<file path="src/rtl/cpu_clock.sv">
// CPU clock-enable generator: turns qualifying Phi2 (H4) edges into one-clock
// cpu_clken pulses, with an internal divider fallback when Phi2 stops toggling.
module cpu_clock #(
  parameter int SYNC_STAGES  = 2,
  parameter int EDGE_MODE    = 0,
  parameter int TIMEOUT      = 1024,
  parameter int FALLBACK_DIV = 8
) (
  input  logic        clk,
  input  logic        rst,
  input  logic        Phi2,
  output logic        cpu_clken,
  output logic        phi2_lost,
  output logic [15:0] clken_count
);

  // state    | meaning
  // NORMAL   | pulses follow qualifying Phi2 edges
  // FALLBACK | Phi2 silent for TIMEOUT clocks, pulses come from the divider
  typedef enum logic {NORMAL = 1'b0, FALLBACK = 1'b1} state_t;

  localparam int IW = $clog2(TIMEOUT + 1);
  localparam int DW = $clog2(FALLBACK_DIV);

  state_t                 state, state_next;
  logic [SYNC_STAGES-1:0] sync;
  logic                   prev;
  logic                   qe;
  logic [IW-1:0]          idle, idle_next;
  logic [DW-1:0]          div, div_next;
  logic                   pulse_next;
  logic                   wrap;

  always_ff @(posedge clk or posedge rst) begin
    if (rst) begin
      sync <= '0;
      prev <= 1'b0;
    end else begin
      sync <= {sync[SYNC_STAGES-2:0], Phi2};
      prev <= sync[SYNC_STAGES-1];
    end
  end

  always_comb begin
    case (EDGE_MODE)
      1:       qe = ~sync[SYNC_STAGES-1] & prev;
      2:       qe = sync[SYNC_STAGES-1] ^ prev;
      default: qe = sync[SYNC_STAGES-1] & ~prev;
    endcase
  end

  always_ff @(posedge clk or posedge rst) begin
    if (rst) state <= NORMAL;
    else     state <= state_next;
  end

  always_comb begin
    state_next = state;
    case (state)
      NORMAL:   if (!qe && idle == IW'(TIMEOUT - 1)) state_next = FALLBACK;
      FALLBACK: if (qe) state_next = NORMAL;
      default:  state_next = NORMAL;
    endcase
  end

  assign wrap = (div == DW'(FALLBACK_DIV - 1));

  always_comb begin
    pulse_next = 1'b0;
    idle_next  = idle;
    div_next   = '0;
    case (state)
      NORMAL: begin
        pulse_next = qe;
        if (qe)                      idle_next = '0;
        else if (idle != IW'(TIMEOUT)) idle_next = idle + 1'b1;
      end
      FALLBACK: begin
        if (qe) begin
          // a divider pulse on the previous clock already stands in for this edge
          pulse_next = ~cpu_clken;
          idle_next  = '0;
        end else begin
          pulse_next = wrap & ~cpu_clken;
          div_next   = wrap ? '0 : div + 1'b1;
        end
      end
      default: ;
    endcase
  end

  always_ff @(posedge clk or posedge rst) begin
    if (rst) begin
      cpu_clken   <= 1'b0;
      idle        <= '0;
      div         <= '0;
      clken_count <= '0;
    end else begin
      cpu_clken <= pulse_next;
      idle      <= idle_next;
      div       <= div_next;
      if (cpu_clken) clken_count <= clken_count + 16'd1;
    end
  end

  assign phi2_lost = (state == FALLBACK);

endmodule

</file>
<file path="config.mk">
export PLATFORM = sky130hd
export DESIGN_NAME = cpu_clock
export DESIGN_NICKNAME = d
export VERILOG_FILES = /design/src/rtl/cpu_clock.sv
export SDC_FILE = /design/constraint.sdc
export NUM_CORES = 1
export LEC_CHECK = 0
export CAP_MARGIN = 20
export CORE_ASPECT_RATIO = 1.5
export CORE_MARGIN = 4
export CORE_UTILIZATION = 35
export CTS_BUF_LIST = sky130_fd_sc_hd__clkbuf_8
export DETAILED_ROUTE_END_ITERATION = 8
export PLACE_DENSITY = 0.65
export REMOVE_ABC_BUFFERS = 1
export SETUP_SLACK_MARGIN = 0.1
export SLEW_MARGIN = 10
export SYNTH_ARGS = -nofsm -noshare
export SYNTH_HDL_FRONTEND = slang
export SYNTH_SLANG_ARGS = --single-unit
export TNS_END_PERCENT = 100
</file>
<file path="constraint.sdc">
create_clock -name clk -period 2.18 [get_ports clk]
set_input_delay 0.218 -clock clk [delete_from_list [all_inputs] [get_ports clk]]
set_output_delay 0.218 -clock clk [all_outputs]
set_load 0.1 [all_outputs]
</file>
==> summary.txt <==
Run status
  • Result of the run: finished, final reports clean

Logic synthesis
  • Post-synthesis sequential element count: 35
  • Yosys cell types: 30
  • Post-synthesis area per instance: 10.9 sq um
  • Synth top area share: 55.7%
  • Cell types with the highest counts after synthesis: sky130_fd_sc_hd__dfrtp_1 (35), sky130_fd_sc_hd__nor2_1 (15), sky130_fd_sc_hd__nand2_1 (11), sky130_fd_sc_hd__xnor2_1 (11), sky130_fd_sc_hd__xor2_1 (10)
  • Cell type with the largest total area after synthesis: sky130_fd_sc_hd__dfrtp_1
  • Dominant cells by area after synthesis: sky130_fd_sc_hd__dfrtp_1 (56%), sky130_fd_sc_hd__xnor2_1 (6.1%), sky130_fd_sc_hd__xor2_1 (5.6%), sky130_fd_sc_hd__ha_1 (4.0%), sky130_fd_sc_hd__nor2_1 (3.6%)
  • Sequential-to-total area share from yosys stat: 55.7%
  • Synthesized cell area: 1570 sq um
  • Top flip-flop cell by instance count after synthesis: sky130_fd_sc_hd__dfrtp_1
  • Most common cell in the netlist: sky130_fd_sc_hd__dfrtp_1
  • Number of enable flip-flop cells after synthesis: 0
  • Synthesized instance count: 144
  • YS warnings: 0
  • Synth async-reset ratio: 100%

Power and ir drop
  • Sequential fraction of design power: 43.5%
  • Power per unit of standard cell area: 1030 nW/um^2
  • Internal: 0.00110 W
  • Clock network power share: 22.9%
  • Switch share: 42.6%
  • Share of total power in combinational logic: 33.7%
  • Switching Power: 0.000816 W
  • Worst VDD drop: 453 uV
  • Lkg Pwr: 0.915 nW

Timing
  • Final setup skew: 0.00496 ns
  • Unrepaired setup endpoints after global routing: false
  • Worst relative slew slack: 71.1%
  • Final max-slew violation count: 0
  • Number of endpoints with negative hold slack in the final report: 0
  • Actual slew at the worst max-slew pin: 0.433 ns
  • Max frequency: 0.551 GHz
  • Final sum of negative setup slack: 0 ns
  • Worst-case setup margin in the final layout: 0.366 ns
  • Final count of negative-setup-slack endpoints: 0
  • Post-layout minimum cycle time: 1.81 ns
  • Crit share post-route: 83.2%

Critical path
  • Worst r2r src: clken_count[1]
  • Kind of capture point of the worst setup path: register
  • Worst Reg-to-Reg Cells: 5
  • Capturing point of the worst reg2reg path: clken_count[14]
  • Startpoint type of the worst setup path: register
  • Data arrival time of the worst path: 1.99 ns
  • Crit Path Class: register to register
  • Minimum setup slack among reg-to-reg paths: 0.37 ns
  • CP Data Required Time: 2.35 ns
  • Crit-path max FO: 5

Routing
  • First-pass iteration count of the detailed router: 4
  • Vias/cell: 5.24
  • DRC violations left: 0
  • Final routed wire length divided by cell count: 13.8 um
  • Routed Antenna Nets: 0
  • Initial DRC Count: 74
  • Vias post-DR: 1137
  • Total wirelength of the detailed-routed design: 3000 um

CTS
  • Number of buffers added for setup after CTS: 0
  • Clk Tree Root Cell: sky130_fd_sc_hd__clkbuf_8
  • Clock tree from TritonCTS: done
  • Total clock buffers created by CTS: 5
  • Skew-Pair Late Insertion Delay: 0.28 ns
  • Clock-pin slew on the worst setup and hold paths: 0.07 ns
  • Number of sinks driven by the clock tree: 35
  • Hold buffer count at cts: 0
  • Resized Gates After CTS: 0
  • Count of H-tree levels built during CTS: 2
  • Maximum buffer depth of the clock tree: 2

Cells and area
  • Fillcell total: 416
  • Fraction of layout instances using a drive strength above 1: 17.5%
  • Area overhead of the layout relative to synthesis: 18.9%
  • FF+latch area: 876 sq um
  • Area of combinational cells with multiple inputs: 657 sq um
  • Design area: 1870 sq um
  • Antenna fix cells: 0
  • Final core occ: 43.6%
  • Net count, final: 178

Die
  • Die W: 62.7 um
  • Placeable core region: 4280 sq um
  • Y dimension of the die: 90.1 um
  • Starting density of the core: 36.7%
  • Cell Rows: 29
  • Boundary Pins: 21
  • Die area: 5650 sq um

Placed design
  • Final GP Congestion: 0.796
  • I/O Buffers: 20
  • Area of placed instances: 1790 sq um
  • Placed wire-length estimate: 2130 um
  • Pre-CTS WS: 0.379 ns

Job
  • Max-cap violation count: 0

Global routing
  • Wire length of the first global-routing pass: 5360 um
  • Antenna violations before repair: 0
  • Met2 usage: 19.8%
  • Met3 demand-to-capacity share in global routing: 4.36%
  • Global router's overall resource usage: 12.1%
  • Global routing met1 resource utilization: 13.2%
  • Via count of the first global-routing pass: 1189
  • Largest net degree at the start of global routing: 36
  • Most used routing layer in global routing: met2
  • Congestion Overflow GR: 0

Min path
  • Worst min-delay path class: input port to asynchronous set/reset pin
layer usage:
layer / vias up / share of wire (%)
met2: 30 / 52
met3: 6 / 5.7
li1: 538 / -
met5: - / 0
met4: 0 / 2.2
met1: 563 / 41
worst max path at each step:
stage	from	endpoint	slack, ns	cells after the start
3_3_place_gp	clken_count[0]	clken_count[14]	0.44	5
3_5_place_dp	clken_count[1]	clken_count[14]	0.38	5
2_1_floorplan	clken_count[0]	clken_count[14]	-0.29	5
5_1_grt	clken_count[1]	clken_count[14]	0.29	5
4_1_cts	clken_count[1]	clken_count[14]	0.37	5
6_report	clken_count[1]	clken_count[14]	0.37	5
power groups by stage:
stage	registers (W)	clock network, W	logic (W)
floorplan	0.00119	0	0.000150
finish	0.000834	0.000438	0.000646
CTS	0.000833	0.000466	0.000652
global route	0.000853	0.000492	0.000683
global placement	0.000835	0	0.000640
detailed placement	0.000845	0	0.000650
critical path, cell delays in order, from the launching register on:
cell and delay, ns:
sky130_fd_sc_hd__dfrtp_1 0.41, sky130_fd_sc_hd__ha_1 0.20, sky130_fd_sc_hd__nand2_2 0.07, sky130_fd_sc_hd__or3_1 0.42, sky130_fd_sc_hd__or4_4 0.46, sky130_fd_sc_hd__xnor2_2 0.14
through the flow:
| step | instances | hold slack, ns | total power (W) |
|---|---|---|---|
| detailed placement | 209 | 0.340 | 0.00150 |
| finish | 217 | 0.341 | 0.00192 |
| global route | 217 | 0.359 | 0.00203 |
| floorplan | 141 | 0.249 | 0.00134 |
| CTS | 217 | 0.353 | 0.00195 |
| global placement | 209 | 0.335 | 0.00147 |
layout make-up:
| class | instances | area share (%) |
|---|---|---|
| flip-flops and latches | 35 | 46.9 |
| multi-input cells | 99 | 35.2 |
| repair buffers | 22 | 9.11 |
| clock buffers | 5 | 3.68 |
| well taps | 46 | 3.08 |
| inverters | 7 | 1.41 |
| clock inverters | 3 | 0.670 |
placed cells by master (no fill, tap or decap), types with 3 or more instances in the layout:
cell | Yosys | final
sky130_fd_sc_hd__ha_1 | 5 | 5
sky130_fd_sc_hd__inv_1 | 7 | 9
sky130_fd_sc_hd__a21oi_1 | 4 | 4
sky130_fd_sc_hd__nor4_1 | 3 | 3
sky130_fd_sc_hd__clkbuf_8 | 0 | 5
sky130_fd_sc_hd__buf_4 | 0 | 20
sky130_fd_sc_hd__xor2_1 | 10 | 10
sky130_fd_sc_hd__nor2_1 | 15 | 15
sky130_fd_sc_hd__xnor2_1 | 11 | 11
sky130_fd_sc_hd__nand2_1 | 11 | 11
sky130_fd_sc_hd__nand3_1 | 7 | 7
sky130_fd_sc_hd__nand4_1 | 5 | 5
sky130_fd_sc_hd__dfrtp_1 | 35 | 35
sky130_fd_sc_hd__nor3_1 | 5 | 5
sequential cells by signal, indices dropped and copies added, names as in the netlist:
register,count
phi2_lost,1
div,3
idle,11
prev,1
sync,2
clken_count,16
cpu_clken,1
cell families (layout without fill, tap and decap cells):
group	after synthesis	after routing	share of synthesized area [%]
AOI/OAI and AO/OA	8	8	3.18
xor gates and xnor gates	22	22	12.7
adders and majority gates	5	5	3.98
buffers and inverters	10	37	2.47
DFF	35	35	55.7
muxes	1	1	0.717
and+or+nand+nor	63	63	21.2
No activity file was read; power rests on OpenSTA's default activity.
